===== src/rtl/lwir_stream_packetizer.sv =====
// lwir_stream_packetizer: buffers the compressor word stream in a FIFO and frames it into header+payload packets.
// Ports:
//   clk, rst_n            clock, asynchronous active-low reset
//   valid_in, stream_in   unthrottled 32-bit input words (dropped when the FIFO is full)
//   flush_in              pulse: close the current partial packet
//   m_valid, m_data,
//   m_last, m_ready       ready/valid packet output
//   overflow              sticky: an input word was dropped
//   fifo_count            words currently buffered
// Optional: define LWIR_PKT_CHECKSUM_EN to append an XOR trailer word to every packet.
module lwir_stream_packetizer #(
   parameter int         FIFO_DEPTH    = 64,
   parameter int         PAYLOAD_WORDS = 16,
   parameter logic [7:0] SYNC_BYTE     = 8'hA5
) (
   input  logic                          clk,
   input  logic                          rst_n,
   input  logic                          valid_in,
   input  logic [31:0]                   stream_in,
   input  logic                          flush_in,
   output logic                          m_valid,
   output logic [31:0]                   m_data,
   output logic                          m_last,
   input  logic                          m_ready,
   output logic                          overflow,
   output logic [$clog2(FIFO_DEPTH):0]   fifo_count
);
   localparam int AW = $clog2(FIFO_DEPTH);
   localparam int CW = AW + 1;
`ifdef LWIR_PKT_CHECKSUM_EN
   typedef enum logic [1:0] {IDLE, HEADER, PAYLOAD, TRAILER} state_t;
   logic [31:0] csum_q, csum_d;
`else
   typedef enum logic [1:0] {IDLE, HEADER, PAYLOAD} state_t;
`endif
   state_t          state_q, state_d;
   logic [31:0]     mem [FIFO_DEPTH];
   logic [AW-1:0]   wr_q, rd_q;
   logic [CW-1:0]   cnt_q, len_q, len_d, wcnt_q, wcnt_d;
   logic [7:0]      seq_q, seq_d;
   logic            flush_q, flush_d, ovf_q;
   logic            wr_en, rd_en;
   logic [31:0]     header;
   // Full is judged by count so a same-cycle read never rescues an incoming word.
   assign wr_en      = valid_in && (cnt_q != CW'(FIFO_DEPTH));
   assign rd_en      = (state_q == PAYLOAD) && m_ready;
   assign header     = {SYNC_BYTE, seq_q, 16'(len_q)};
   assign overflow   = ovf_q;
   assign fifo_count = cnt_q;
   always_comb begin
      state_d = state_q;
      len_d   = len_q;
      wcnt_d  = wcnt_q;
      seq_d   = seq_q;
      flush_d = flush_q | flush_in;
      m_valid = state_q != IDLE;
      m_data  = '0;
      m_last  = 1'b0;
`ifdef LWIR_PKT_CHECKSUM_EN
      csum_d  = csum_q;
`endif
      case (state_q)
         IDLE: begin
            if (cnt_q >= CW'(PAYLOAD_WORDS)) begin
               len_d   = CW'(PAYLOAD_WORDS);
               state_d = HEADER;
            end else if (flush_q) begin
               flush_d = 1'b0;
               if (cnt_q != '0) begin
                  len_d   = cnt_q;
                  state_d = HEADER;
               end
            end
         end
         HEADER: begin
            m_data = header;
            if (m_ready) begin
               state_d = PAYLOAD;
               wcnt_d  = len_q;
`ifdef LWIR_PKT_CHECKSUM_EN
               csum_d  = header;
`endif
            end
         end
         PAYLOAD: begin
            m_data = mem[rd_q];
`ifdef LWIR_PKT_CHECKSUM_EN
            if (m_ready) begin
               wcnt_d = wcnt_q - CW'(1);
               csum_d = csum_q ^ mem[rd_q];
               if (wcnt_q == CW'(1)) state_d = TRAILER;
            end
`else
            m_last = wcnt_q == CW'(1);
            if (m_ready) begin
               wcnt_d = wcnt_q - CW'(1);
               if (wcnt_q == CW'(1)) begin
                  state_d = IDLE;
                  seq_d   = seq_q + 8'd1;
               end
            end
`endif
         end
`ifdef LWIR_PKT_CHECKSUM_EN
         TRAILER: begin
            m_data = csum_q;
            m_last = 1'b1;
            if (m_ready) begin
               state_d = IDLE;
               seq_d   = seq_q + 8'd1;
            end
         end
`endif
         default: state_d = IDLE;
      endcase
   end
   always_ff @(posedge clk or negedge rst_n) begin
      if (!rst_n) begin
         state_q <= IDLE;
         wr_q    <= '0;
         rd_q    <= '0;
         cnt_q   <= '0;
         len_q   <= '0;
         wcnt_q  <= '0;
         seq_q   <= '0;
         flush_q <= 1'b0;
         ovf_q   <= 1'b0;
`ifdef LWIR_PKT_CHECKSUM_EN
         csum_q  <= '0;
`endif
      end else begin
         state_q <= state_d;
         wr_q    <= wr_en ? wr_q + AW'(1) : wr_q;
         rd_q    <= rd_en ? rd_q + AW'(1) : rd_q;
         cnt_q   <= cnt_q + CW'(wr_en) - CW'(rd_en);
         len_q   <= len_d;
         wcnt_q  <= wcnt_d;
         seq_q   <= seq_d;
         flush_q <= flush_d;
         ovf_q   <= ovf_q | (valid_in && !wr_en);
`ifdef LWIR_PKT_CHECKSUM_EN
         csum_q  <= csum_d;
`endif
      end
   end
   always_ff @(posedge clk) begin
      if (wr_en) mem[wr_q] <= stream_in;
   end
endmodule


===== config.mk =====
export PLATFORM = sky130hd
export DESIGN_NAME = lwir_stream_packetizer
export DESIGN_NICKNAME = d
export VERILOG_FILES = /design/src/rtl/lwir_stream_packetizer.sv
export SDC_FILE = /design/constraint.sdc
export NUM_CORES = 2
export LEC_CHECK = 0
export CAP_MARGIN = 25
export CORE_MARGIN = 2
export CORE_UTILIZATION = 43
export CTS_CLUSTER_SIZE = 24
export DETAILED_ROUTE_END_ITERATION = 7
export MAX_ROUTING_LAYER = met4
export PLACE_DENSITY = 0.6
export SYNTH_ARGS = -nofsm -noshare
export SYNTH_HDL_FRONTEND = slang
export SYNTH_SLANG_ARGS = --single-unit

===== constraint.sdc =====
create_clock -name clk -period 4.3 [get_ports clk]
set_clock_uncertainty 0.15 [all_clocks]
set_input_delay 0.645 -clock clk [delete_from_list [all_inputs] [get_ports clk]]
set_output_delay 0.645 -clock clk [all_outputs]
set_load 0.01 [all_outputs]

== Word level (Yosys, flattened, before mapping) ==
Memories as Yosys holds them, arrays and structs flattened.
Index checks and enable logic that the tools add are counted.
Word-level totals
  word-level logic and storage cells: 62
  flip-flop bits (word level): 45
  bits of input ports: 37
  RAM bits: 2048
  memories kept: 1
  output and inout port bits: 42
Cells by class
  equality and inequality tests: 9
  muxes and demuxes: 20
  reductions and logical operators: 14
  bitwise operators: 2
  add/sub/neg operators: 6
  $lt $le $gt $ge: 1
Memories
  mem: depth 64, bits a word 32, rd ports 1, clocked after memory_dff 0, wr ports 1, RTL line 37  | logic [31:0] mem [FIFO_DEPTH];
Operator list (number)
  case mux 32 bit (2 select lines): 1
  two-way mux 7 bit: 5
  case mux 7 bit (2 select lines): 1
  adder 6 x 1 -> 6 bit (second input constant): 2
  two-way mux 2 bit: 6
  AND reduction 3 bit: 3
  adder 8 x 1 -> 8 bit (second input constant): 1
  nonzero test 2 bit: 4
  adder 7 x 1 -> 7 bit: 1
  == test 7 x 1 -> 1 bit (second input constant): 1
  greater-or-equal comparator 7 x 5 -> 1 bit (second input constant): 1
  inequality test 7 bit (second input constant): 1
  nonzero test 7 bit: 1
  subtractor 7 x 1 -> 7 bit: 1
  subtractor 7 x 1 -> 7 bit (second input constant): 1
  two-way mux 1 bit: 6
  inequality test 3 bit (second input constant): 2
  case mux 2 bit (3 select lines): 1
  AND reduction 5 bit: 1
  inequality test 2 bit (second input constant): 2
  logical AND 1 bit: 3
  == test 2 x 1 -> 1 bit (second input constant): 1
  == test 2 bit (second input constant): 1
  logical NOT 2 bit: 1
  3 further kinds: 4

== Depth between registers and ports, before layout ==
  word-level depth: 5
  depth in mapped cells: 14
  mapped depth without buffers: 14

== Least setup slack after synthesis ==
OpenSTA, ideal clock, no wires.
  path type: register -> register
  start point: register cnt_q[2] (netlist: fifo_count[2])
  end point: memory mem[62][0] (enable)
  setup time: 0.421 ns
  stages on the path, launching flop included: 8
  data arrival time: 3.267 ns
  data required time: 3.729 ns
  slack: 0.462 ns
  path through: dfrtp_1 inv_1 ha_1 nor3b_1 a31oi_1 nor2b_1 nand3_1 nor2_1
On the way
  cells in the longest elaborated chain, start to end: 4
RTL lines
  from (decl): RTL line 39  | logic [CW-1:0] cnt_q, len_q, len_d, wcnt_q, wcnt_d;
  from (signal assigned): RTL line 135  | cnt_q <= cnt_q + CW'(wr_en) - CW'(rd_en);
  inequality test 7 bit: RTL line 45  | assign wr_en = valid_in && (cnt_q != CW'(FIFO_DEPTH));
  logical AND 1 bit: RTL line 45
  two-way mux 1 bit: RTL line 147  | if (wr_en) mem[wr_q] <= stream_in;
  two-way mux 1 bit (not written as such): RTL line 147
  to (decl): RTL line 37
Every way passes these cells.

== Worst setup path in the final report ==
  start point: register rd_q[0]
  end point: output port m_data[27]
On the way
  cells in the longest elaborated chain, start to end: 2
RTL lines
  from (decl): RTL line 38  | logic [AW-1:0] wr_q, rd_q;
  from (signal assigned): RTL line 134  | rd_q <= rd_en ? rd_q + AW'(1) : rd_q;
  memory (64 x 32 bit)
  case mux 32 bit (2 select lines): RTL line 62  | case (state_q)
  to (decl): RTL line 22  | output logic [31:0] m_data,
Every way passes these cells.

==> results by group <==
Status
  – Status: complete, but fails checks
  – Violated checks: setup timing

Worst setup path
  – WS Path Type: reg -> out
  – Setup crit end: m_data[27]
  – Flop2flop setup slack: 1.10 ns
  – CP startpoint: rd_q[0]$_DFFE_PN0P_
  – Worst-path cell chain: buf_12, buf_12, buf_16, mux4_2, mux4_2, nand2b_1, o211ai_1, buf_4, o211ai_1, buf_2
  – CP required: 3.50 ns
  – CP arrival: 3.64 ns
  – Crit-path slowest cell: mux4_2
  – R2R depth: 10
  – CP max FO: 6
  – Critical Path Max Stage Delay: 0.51 ns
  – Worst Setup End Kind: output port
  – Worst R2R End: mem[44][21]$_DFFE_PP_
  – Critical R2R Launch: fifo_count[2]$_DFF_PN0_
  – Setup crit start kind: flip-flop

GRT
  – First-pass GRT wire length: 318300 um
  – GRT Overall Usage: 0.2434
  – Vias in the first global route: 40880
  – Largest net degree at the start of global routing: 65
  – Initial antenna violation count: 9
  – Grt total ovfl: 0

Power and ir drop
  – Clk pwr share: 0.279
  – Switching pwr: 18.59 mW
  – Int Pwr: 43.56 mW
  – Pwr per Cell Area: 631.2 nW/um^2
  – Final Power: 62.15 mW
  – Reg power frac: 0.381
  – Part of the power in combinational logic: 0.340
  – LEAKAGE: 31.77 nW
  – Switching share of power: 0.2991
  – Maximum VDD drop: 0.4989 mV

Yosys
  – Main synth FF type: edfxtp_1
  – Syn Nets: 3634
  – Yosys top cell area share: 0.7602
  – Synth warn: 0
  – Cells after Synth: 3577
  – EDFF count, synth: 2048
  – Synth unique cells: 69
  – Post-Syn Area: 80900 sq um
  – Yosys top cell by area: edfxtp_1
  – Top area cells in the synthesized netlist: edfxtp_1 76%, mux4_2 14%, mux2i_1 2.0%
  – Avg Synthesized Cell Area: 22.62 sq um
  – Ys async rst share: 0.02150
  – Yosys reg bits: 2093
  – Register area share after synthesis: 0.7741

Place
  – Buffers on Ports: 78
  – Placed Cells: 6269
  – Final Wtd Congestion: 0.8204
  – DP HPWL: 124100 um

Flow run
  – MaxCap Viol Count: 0

Floorplanning
  – Starting Density: 0.4317
  – Core area: 187400 sq um
  – Rows: 159
  – Horiz. Die Dim: 437.8 um
  – Ports: 79
  – DIE HEIGHT: 437.8 um
  – Die area: 191600 sq um

Clock tree
  – H-tree depth: 4
  – TritonCTS Sinks: 2093
  – CTS tree: yes
  – Clock-pin slew on the worst setup and hold paths: 0.06 ns
  – Longest Clk Path Bufs: 3
  – Clk Latency, worst-skew pair: 0.83 ns
  – CTS root buf: clkbuf_16
  – Total CTS buffers: 208

Final layout
  – Filler cells: 14410
  – Share of layout cells above drive strength 1: 0.3665
  – Final net count: 4247
  – Final cell count without fillers: 6862
  – Area growth from synthesis to layout: 21.72%

Timing
  – Final worst slack: -0.1363 ns
  – Period minus WS final: 4.436 ns
  – Fin. Hold Viols: 0
  – Fin. max-slew vios: 0
  – Worst Tran Pin Value: 0.9267 ns
  – Final Cycle Share: 1.032
  – Worst hold slack: 0.03505 ns
  – Unrepaired setup endpoints after global routing: true
  – Setup TNS Final: -0.6446 ns
  – Max Fclk: 225.4 MHz
  – Relative slew margins: 0.3803
  – Final Setup Violations: 10

Routing
  – Initial drt markers: 5507
  – Vias per Instance: 5.996
  – Final WL: 226800 um
  – DRC: 0
  – Post-route ant nets: 0
  – First-pass DRT Iterations: 6
  – Via count: 41150
  – WL/cell: 33.05 um

Worst hold path
  – Hold crit path type: in -> reg
## repair_timing
action | 4_1_cts | 5_1_grt
pin swaps | 62 | 52
gates cloned | 32 | 4
buffers inserted | 109 | 55
setup endpoints to repair | 32 | 31
hold buffers | 1 | 10
endpoints found under the hold margin | 34 | 52
resized for setup | 427 | 98
## cell usage after synthesis (all sizes together) (5+ instances only)
cell type	n
o211ai	11
o221ai	23
a211oi	15
dfrtp	45
nor2b	14
o21ai	27
a32o	5
or3	5
a211o	7
a22oi	32
a2111oi	8
mux2	12
inv	21
xor2	7
a221oi	7
o22ai	29
o31ai	7
nand3	24
mux4	512
nand3b	6
a21oi	35
a21o	5
a221o	5
nor2	100
buf	135
nand2b	5
edfxtp	2048
xnor2	14
o2111ai	10
mux2i	163
nand2	77
ha	19
a22o	22
and2	9
clkbuf	56
nand4	8
## kinds of logic (layout without fill, tap and decap cells)
group,after synthesis,after routing,share of synthesized area
AOI/OAI and AO/OA,278,278,0.02526
and+or+nand+nor,266,266,0.01509
DFF,2093,2093,0.7741
other,0,7,0
muxes,687,687,0.1644
adders and majority gates,20,20,0.003186
buffers and inverters,212,995,0.01573
xor gates and xnor gates,21,21,0.002274
## power groups by stage
stage | sequential, mW | clock (mW) | combinational [mW]
6_report | 23.7 | 17.4 | 21.1
3_3_place_gp | 24.1 | 0 | 16.3
2_1_floorplan | 23.9 | 0 | 10.5
3_5_place_dp | 24.1 | 0 | 16.3
5_1_grt | 23.7 | 18.4 | 22.0
4_1_cts | 23.7 | 17.6 | 20.4
## state kept, by name, indices dropped and copies added (netlist names)
signal / flops
mem: 2048
seq_q: 8
fifo_count: 7
len_q: 7
wcnt_q: 7
rd_q: 6
wr_q: 6
state_q: 2
flush_q: 1
overflow: 1
## cells in the final DEF (no fill, tap or decap), drive strengths merged, types with 13 or more instances in the layout
master and instances:
edfxtp 2048, buf 559, mux4 512, clkbuf 261
mux2i 163, nor2 100, clkinv 99, nand2 77
dfrtp 45, a21oi 35, a22oi 32, inv 31
o22ai 29, o21ai 27, nand3 24, o221ai 23
a22o 22, ha 19, a211oi 15, xnor2 14
nor2b 14, clkdlybuf4s50 13
## how the worst min path moves through the flow
stage                                  start  slack, ns  cells after the start                      end
final                          stream_in[24]       0.04                      1    mem[52][24]$_DFFE_PP_
after global placement    overflow$_DFF_PN0_       0.30                      1       overflow$_DFF_PN0_
after floorplan                        rst_n       0.20                      0  fifo_count[0]$_DFF_PN0_
after CTS                      stream_in[18]       0.08                      1    mem[18][18]$_DFFE_PP_
after global routing           stream_in[24]      0.009                      1    mem[44][24]$_DFFE_PP_
after detailed placement  overflow$_DFF_PN0_       0.32                      1       overflow$_DFF_PN0_
## metal layers
metal	wire length (um)	GRT usage
met2	110600	0.3811
met4	5431	0.05673
met5	0	-
met3	17120	0.03853
met1	93710	0.3389
## stage by stage
step	setup WS, ns	util	cell area (sq um)
floorplan	0.4616	-	80900
global placement	-0.4041	0.4660	87330
detailed placement	-0.4098	0.4664	87410
CTS	-0.2138	0.5183	97140
global route	-0.2193	0.5254	98460
finish	-0.1363	0.5255	98470
## final cells by class
type	count	area, sq um	share of cell area
clock inverter	123	1005	0.01020
multi-input combinational	1272	18600	0.1889
inverter	21	83.83	0.0008513
timing repair buffer	594	7551	0.07668
antenna	7	17.52	0.0001779
tap	2495	3122	0.03170
sequential	2093	62640	0.6362
clock buffer	257	5450	0.05535
## critical path, delay by kind of cell, from the launching register on
family                 cells  cell delay [ns]
and+or+nand+nor            1             0.17
DFF                        1             0.47
buffers and inverters      5             0.87
muxes                      2             1.02
AOI/OAI and AO/OA          2             0.26
Power figures use the tool's default switching activity.
